### src/rtl/dmem_arb_pkg.sv
// dmem_arb_pkg: shared encodings and types for the data-memory arbiter.
// Optional build macro used by the arbiter: DMEM_ARB_STATS_EN.
// SIZE_ADDR / SIZE_DATA default here when no sizes header set them first.
`ifndef SIZE_ADDR
`define SIZE_ADDR 16
`endif
`ifndef SIZE_DATA
`define SIZE_DATA 32
`endif

package dmem_arb_pkg;

  // FSM state encodings
  localparam logic [0:0] S_CORE  = 1'b0;
  localparam logic [0:0] S_FORCE = 1'b1;

  // Owner tag encodings for the read response path
  localparam logic [0:0] OWN_CORE = 1'b0;
  localparam logic [0:0] OWN_EXT  = 1'b1;

  // One memory-port command: write enable, address, write data
  typedef struct packed {
    logic                  we;
    logic [`SIZE_ADDR-1:0] addr;
    logic [`SIZE_DATA-1:0] wdata;
  } mem_req_t;

  // Saturating increment for data-width statistics counters
  function automatic logic [`SIZE_DATA-1:0] sat_inc_data(input logic [`SIZE_DATA-1:0] v);
    return (&v) ? v : v + 1'b1;
  endfunction

endpackage

### src/rtl/dmem_arb_resp.sv
// dmem_arb_resp: registered read-response router.
// Remembers who was granted a read and steers the memory's next-cycle read
// data to that owner. Each rdata output holds its last delivered value.
`ifndef SIZE_ADDR
`define SIZE_ADDR 16
`endif
`ifndef SIZE_DATA
`define SIZE_DATA 32
`endif

module dmem_arb_resp
  import dmem_arb_pkg::*;
(
  input  logic                  iw_clk,
  input  logic                  iw_rst,
  input  logic                  iw_grant_rd,
  input  logic [0:0]            iw_grant_own,
  input  logic [`SIZE_DATA-1:0] iw_mem_rdata,
  output logic                  or_core_rvalid,
  output logic [`SIZE_DATA-1:0] or_core_rdata,
  output logic                  or_ext_rvalid,
  output logic [`SIZE_DATA-1:0] or_ext_rdata
);

  logic                  rd_q;
  logic [0:0]            own_q;
  logic [`SIZE_DATA-1:0] core_hold_q;
  logic [`SIZE_DATA-1:0] ext_hold_q;
  logic                  core_hit;
  logic                  ext_hit;

  // Capture read flag and owner of the access granted this cycle
  always_ff @(posedge iw_clk or posedge iw_rst) begin
    if (iw_rst) begin
      rd_q  <= 1'b0;
      own_q <= OWN_CORE;
    end else begin
      rd_q <= iw_grant_rd;
      if (iw_grant_rd) own_q <= iw_grant_own;
    end
  end

  assign core_hit = rd_q && (own_q == OWN_CORE);
  assign ext_hit  = rd_q && (own_q == OWN_EXT);

  // Keep the last delivered word per owner so rdata holds between responses
  always_ff @(posedge iw_clk or posedge iw_rst) begin
    if (iw_rst) begin
      core_hold_q <= '0;
      ext_hold_q  <= '0;
    end else begin
      if (core_hit) core_hold_q <= iw_mem_rdata;
      if (ext_hit)  ext_hold_q  <= iw_mem_rdata;
    end
  end

  assign or_core_rvalid = core_hit;
  assign or_ext_rvalid  = ext_hit;
  assign or_core_rdata  = core_hit ? iw_mem_rdata : core_hold_q;
  assign or_ext_rdata   = ext_hit  ? iw_mem_rdata : ext_hold_q;

endmodule

### src/rtl/dmem_arb.sv
// dmem_arb: one data-memory port shared by the core (priority) and an
// external requester, with a starvation counter that force-grants the
// external side after STARVE_LIM lost conflict cycles.
// External handshake: a transfer happens in a cycle where iw_ext_valid and
// ow_ext_ready are both 1; the requester holds valid/we/addr/wdata until then.
// Optional build macro: DMEM_ARB_STATS_EN adds conflict/force statistics.
`ifndef SIZE_ADDR
`define SIZE_ADDR 16
`endif
`ifndef SIZE_DATA
`define SIZE_DATA 32
`endif

module dmem_arb
  import dmem_arb_pkg::*;
#(
  parameter int STARVE_LIM = 4,
  parameter int CNT_W      = 4
) (
  input  logic                  iw_clk,
  input  logic                  iw_rst,
  input  logic                  iw_core_req,
  input  logic                  iw_core_we,
  input  logic [`SIZE_ADDR-1:0] iw_core_addr,
  input  logic [`SIZE_DATA-1:0] iw_core_wdata,
  output logic                  ow_core_stall,
  output logic                  or_core_rvalid,
  output logic [`SIZE_DATA-1:0] or_core_rdata,
  input  logic                  iw_ext_valid,
  input  logic                  iw_ext_we,
  input  logic [`SIZE_ADDR-1:0] iw_ext_addr,
  input  logic [`SIZE_DATA-1:0] iw_ext_wdata,
  output logic                  ow_ext_ready,
  output logic                  or_ext_rvalid,
  output logic [`SIZE_DATA-1:0] or_ext_rdata,
`ifdef DMEM_ARB_STATS_EN
  output logic [`SIZE_DATA-1:0] or_stat_conflicts,
  output logic [`SIZE_DATA-1:0] or_stat_forces,
`endif
  output logic                  ow_mem_we,
  output logic [`SIZE_ADDR-1:0] ow_mem_addr,
  output logic [`SIZE_DATA-1:0] ow_mem_wdata,
  input  logic [`SIZE_DATA-1:0] iw_mem_rdata
);

  localparam logic [CNT_W-1:0] CNT_LIM = CNT_W'(STARVE_LIM - 1);

  logic [0:0]       state_q, state_d;
  logic [CNT_W-1:0] cnt_q, cnt_d;
  logic             grant_core;
  logic             grant_ext;
  logic             conflict;
  logic             force_grant;
  mem_req_t         mem_req;

  // Grant decision, next state and starvation counter update
  always_comb begin
    state_d       = state_q;
    cnt_d         = cnt_q;
    grant_core    = 1'b0;
    grant_ext     = 1'b0;
    conflict      = 1'b0;
    force_grant   = 1'b0;
    ow_core_stall = 1'b0;
    ow_ext_ready  = 1'b0;
    if (state_q == S_FORCE) begin
      // One-shot external grant; if the request vanished nobody is granted
      state_d = S_CORE;
      cnt_d   = '0;
      if (iw_ext_valid) begin
        grant_ext     = 1'b1;
        force_grant   = 1'b1;
        ow_ext_ready  = 1'b1;
        ow_core_stall = iw_core_req;
      end
    end else if (iw_core_req && iw_ext_valid) begin
      // Core wins; the counter saturates at the limit and triggers the force
      grant_core = 1'b1;
      conflict   = 1'b1;
      if (cnt_q == CNT_LIM) state_d = S_FORCE;
      else                  cnt_d   = cnt_q + 1'b1;
    end else if (iw_core_req) begin
      grant_core = 1'b1;
    end else if (iw_ext_valid) begin
      grant_ext    = 1'b1;
      ow_ext_ready = 1'b1;
      cnt_d        = '0;
    end
  end

  // FSM state and starvation counter registers
  always_ff @(posedge iw_clk or posedge iw_rst) begin
    if (iw_rst) begin
      state_q <= S_CORE;
      cnt_q   <= '0;
    end else begin
      state_q <= state_d;
      cnt_q   <= cnt_d;
    end
  end

  // Memory port mux: granted requester's command, all zero when idle
  always_comb begin
    mem_req = '0;
    if (grant_core) begin
      mem_req.we    = iw_core_we;
      mem_req.addr  = iw_core_addr;
      mem_req.wdata = iw_core_wdata;
    end else if (grant_ext) begin
      mem_req.we    = iw_ext_we;
      mem_req.addr  = iw_ext_addr;
      mem_req.wdata = iw_ext_wdata;
    end
  end

  assign ow_mem_we    = mem_req.we;
  assign ow_mem_addr  = mem_req.addr;
  assign ow_mem_wdata = mem_req.wdata;

  dmem_arb_resp u_resp (
    .iw_clk         (iw_clk),
    .iw_rst         (iw_rst),
    .iw_grant_rd    ((grant_core && !iw_core_we) || (grant_ext && !iw_ext_we)),
    .iw_grant_own   (grant_ext ? OWN_EXT : OWN_CORE),
    .iw_mem_rdata   (iw_mem_rdata),
    .or_core_rvalid (or_core_rvalid),
    .or_core_rdata  (or_core_rdata),
    .or_ext_rvalid  (or_ext_rvalid),
    .or_ext_rdata   (or_ext_rdata)
  );

`ifdef DMEM_ARB_STATS_EN
  // Saturating counts of conflict cycles and forced external grants
  always_ff @(posedge iw_clk or posedge iw_rst) begin
    if (iw_rst) begin
      or_stat_conflicts <= '0;
      or_stat_forces    <= '0;
    end else begin
      if (conflict)    or_stat_conflicts <= sat_inc_data(or_stat_conflicts);
      if (force_grant) or_stat_forces    <= sat_inc_data(or_stat_forces);
    end
  end
`endif

endmodule

### config.mk
export PLATFORM = sky130hd
export DESIGN_NAME = dmem_arb
export DESIGN_NICKNAME = d
export VERILOG_FILES = /design/src/rtl/dmem_arb_pkg.sv /design/src/rtl/dmem_arb_resp.sv /design/src/rtl/dmem_arb.sv
export SDC_FILE = /design/constraint.sdc
export NUM_CORES = 1
export LEC_CHECK = 0
export ABC_AREA = 1
export CAP_MARGIN = 20
export CELL_PAD_IN_SITES_DETAIL_PLACEMENT = 0
export CELL_PAD_IN_SITES_GLOBAL_PLACEMENT = 1
export CORE_MARGIN = 1
export CORE_UTILIZATION = 23
export CTS_BUF_LIST = sky130_fd_sc_hd__clkbuf_16
export DETAILED_ROUTE_END_ITERATION = 16
export HOLD_SLACK_MARGIN = 0.1
export PLACE_DENSITY = 0.92
export RECOVER_POWER = 50
export SLEW_MARGIN = 0
export SYNTH_ARGS = -nofsm -noshare
export SYNTH_HDL_FRONTEND = slang
export SYNTH_HIERARCHICAL = 1
export SYNTH_SLANG_ARGS = --single-unit
export TNS_END_PERCENT = 10
### constraint.sdc
create_clock -name iw_clk -period 2.5 [get_ports iw_clk]
set_input_delay 0.5 -clock iw_clk [delete_from_list [all_inputs] [get_ports iw_clk]]
set_output_delay 0.5 -clock iw_clk [all_outputs]
set_load 0.1 [all_outputs]
==> results.toml <==
[cells_and_area]
fin_util_pct = 51.1
multi_input_area_sq_um = 1540
num_antenna_cells = 0
register_area_sq_um = 1780
final-instance-count-excl-fill = 953
nets = 872
final_area_sq_um = 7790
area_growth_pct = 116
n_fill_cell = 1416
final_layout_size_suffix_gt1_share_pct = 20.9

[logic_synthesis]
postSynthAreaPerCell_sq_um = 7.34
yosys.cell_count.top_type = "nand2_1"
yosysUniqueCellTypes = 18
synthTopCellsByCount = "nand2_1 (289), dfrtp_1 (71), nand3_1 (67), buf_2 (13), inv_1 (13)"
async_flop_share_pct = 100
syn-cell-area_sq_um = 3610
yosysSeqAreaShare_pct = 49.2
synth_nets = 627
postSynthCellCount = 492
synth_edf_count = 0
synth_seq_cells = 71
synth_top_area_cell = "dfrtp_1"
yosysTopAreaCellShare_pct = 49.2
yosys_warnings = 6
synth_flop_cell = "dfrtp_1"
yosys-top-cells-area = "dfrtp_1 (49%), nand2_1 (30%), nand3_1 (9.3%), buf_6 (3.1%), buf_2 (1.8%)"

[power_and_ir_drop]
report.power.total_mw = 7.94
p_per_area_nw_per_um2 = 1020
vdd_drop_max_mv = 0.475
p_leak_nw = 3.80

[worst_setup_path]
crit_arrival_ns = 1.98
r2r_start = "u_resp/own_q"
path_class = "input port to output port"
rr_worst_depth = 5
critPathCaptureType = "output port"
r2r-end = "u_resp/core_hold_q[8]"
r2r_slack_ns = 1.03
critPathLaunchType = "input port"
cp.required_ns = 2.00
cp_max_fo = 24

[min_path]
hold_path_class = "flip-flop to flip-flop"
hold_end = "u_resp/ext_hold_q[13]"
min_path_cells = 2
hold_start = "u_resp/ext_hold_q[13]"

[sta]
skew_ns = 0.0110
fin_crit_sh_pct = 99.0
slew_headroom_pct = 1.65
max_freq_mhz = 404
worstMarginPinSlew_ns = 1.48
slew_violations = 0
fin_tns_setup_ns = 0
finalCriticalPeriod_ns = 2.48
hold_viol = 0
grt_setup_unrepaired = "true"
fin_ws_ns = 0.0238
setup_viol = 0
whs_ns = 0.524

[clock_network]
htreeDepth = 3
clkTransAtPathRegs_ns = 0.06
cts_tree = "yes"
clk_path_buf_depth = 2
insertion_delay_ns = 0.33
cts_root_buf = "clkbuf_16"
hold_buffers = 0
numCtsBuffers = 9
cts.sinks = 71
post_cts.repair.setup_buffers = 0

[drt]
wl_per_cell_microns = 14.4
routed_wl_microns = 13800
ant_nets = 0
vias = 4086
firstDrtPassIters = 4
avgViaCountPerCell = 4.29
drt_iter0_drc = 166
drc_errors = 0

[floorplan]
initial_utilization_pct = 23.7
die-height_microns = 127
std_cell_rows = 45
fp.coreArea_sq_um = 15300
dieArea_sq_um = 16200
die_w_microns = 127
ios = 251

[placed_design]
dp_hpwl_microns = 10500
port_buffers = 250
place_ws_ns = -0.00795
place_area_sq_um = 7510
place_inst = 936
gp_congestion = 0.811

[grt]
grt_max_degree = 67
grt_pass1_wl_microns = 22100
grt-ovfl-total = 0
grt_pass1_vias = 4315
antenna_found_initial = 0
grt_usage_pct = 17.5

[job]
cap_violations = 0

[run_status]
outcome = "finished clean"
## cells in the final DEF (no fill, tap or decap)
cell type / instances
dlygate4sd3_1: 1
nand2_1: 289
bufbuf_16: 1
a22oi_1: 1
inv_2: 3
dfrtp_2: 1
o22ai_2: 1
buf_12: 123
clkinv_2: 3
nor2_4: 2
clkinv_4: 1
inv_6: 1
nand2_2: 1
clkinvlp_4: 2
clkbuf_4: 1
ha_1: 1
nor2_1: 7
clkbuf_16: 9
dfrtp_1: 70
clkinv_1: 1
buf_4: 5
nor3_1: 1
nand3_1: 67
o21ai_0: 2
clkdlybuf4s50_1: 132
inv_1: 12
buf_2: 1
nand4_1: 3
## how the worst max path moves through the flow
stage / slack [ns] / cells after the start / end / start
4_1_cts: 0.02 / 7 / ow_mem_wdata[12] / iw_ext_valid
2_1_floorplan: 0.18 / 2 / ow_core_stall / iw_core_req
5_1_grt: -0.07 / 7 / ow_mem_addr[15] / iw_ext_valid
6_report: 0.02 / 7 / ow_mem_wdata[12] / iw_ext_valid
3_5_place_dp: -0.008 / 7 / ow_mem_wdata[2] / iw_ext_valid
3_3_place_gp: 0.006 / 7 / ow_mem_wdata[2] / iw_ext_valid
## power breakdown
| group | internal, mW | leakage (nW) | switching, mW |
|---|---|---|---|
| clock network | 0.670 | 0.132 | 0.483 |
| registers | 1.45 | 0.876 | 0.0832 |
| logic | 1.74 | 2.79 | 3.52 |
| total | 3.85 | 3.80 | 4.09 |
## critical path: stages
cell	delay [ns]
clkdlybuf4s50_1	0.50
inv_1	0.09
nor2_4	0.18
bufbuf_16	0.34
nand2_1	0.07
nand2_1	0.11
buf_12	0.18
## area by class of cell
class	count	share of cell area [%]
multi-input cells	375	19.8
well taps	211	3.39
inverters	16	0.771
clock buffers	9	2.89
clock inverters	7	0.610
flip-flops and latches	71	22.8
repair buffers	264	49.7
## what timing repair did
item                                    CTS  global route
gates cloned                              1             0
resized for setup                         0             1
endpoints found under the setup margin    1            24
## registers in the layout, summed over array words and instances (netlist names)
signal              count
cnt_q                   4
state_q                 1
u_resp/core_hold_q     32
u_resp/ext_hold_q      32
u_resp/own_q            1
u_resp/rd_q             1
## routing by layer
metal	track usage, %	vias to the layer above	part of all wire (%)
met2	33.3	180	54
met1	19.0	1870	38
li1	-	2024	-
met3	4.69	12	6.8
met4	4.62	0	1.3
met5	0	-	0
## kinds of logic after synthesis
logic type,Yosys count,share of synthesized area (%)
flops,71,49.2
simple gates,370,41.5
buf+inv,46,8.04
compound gates,4,0.935
fa+ha+maj,1,0.346
No activity file was read; power rests on OpenSTA's default activity.
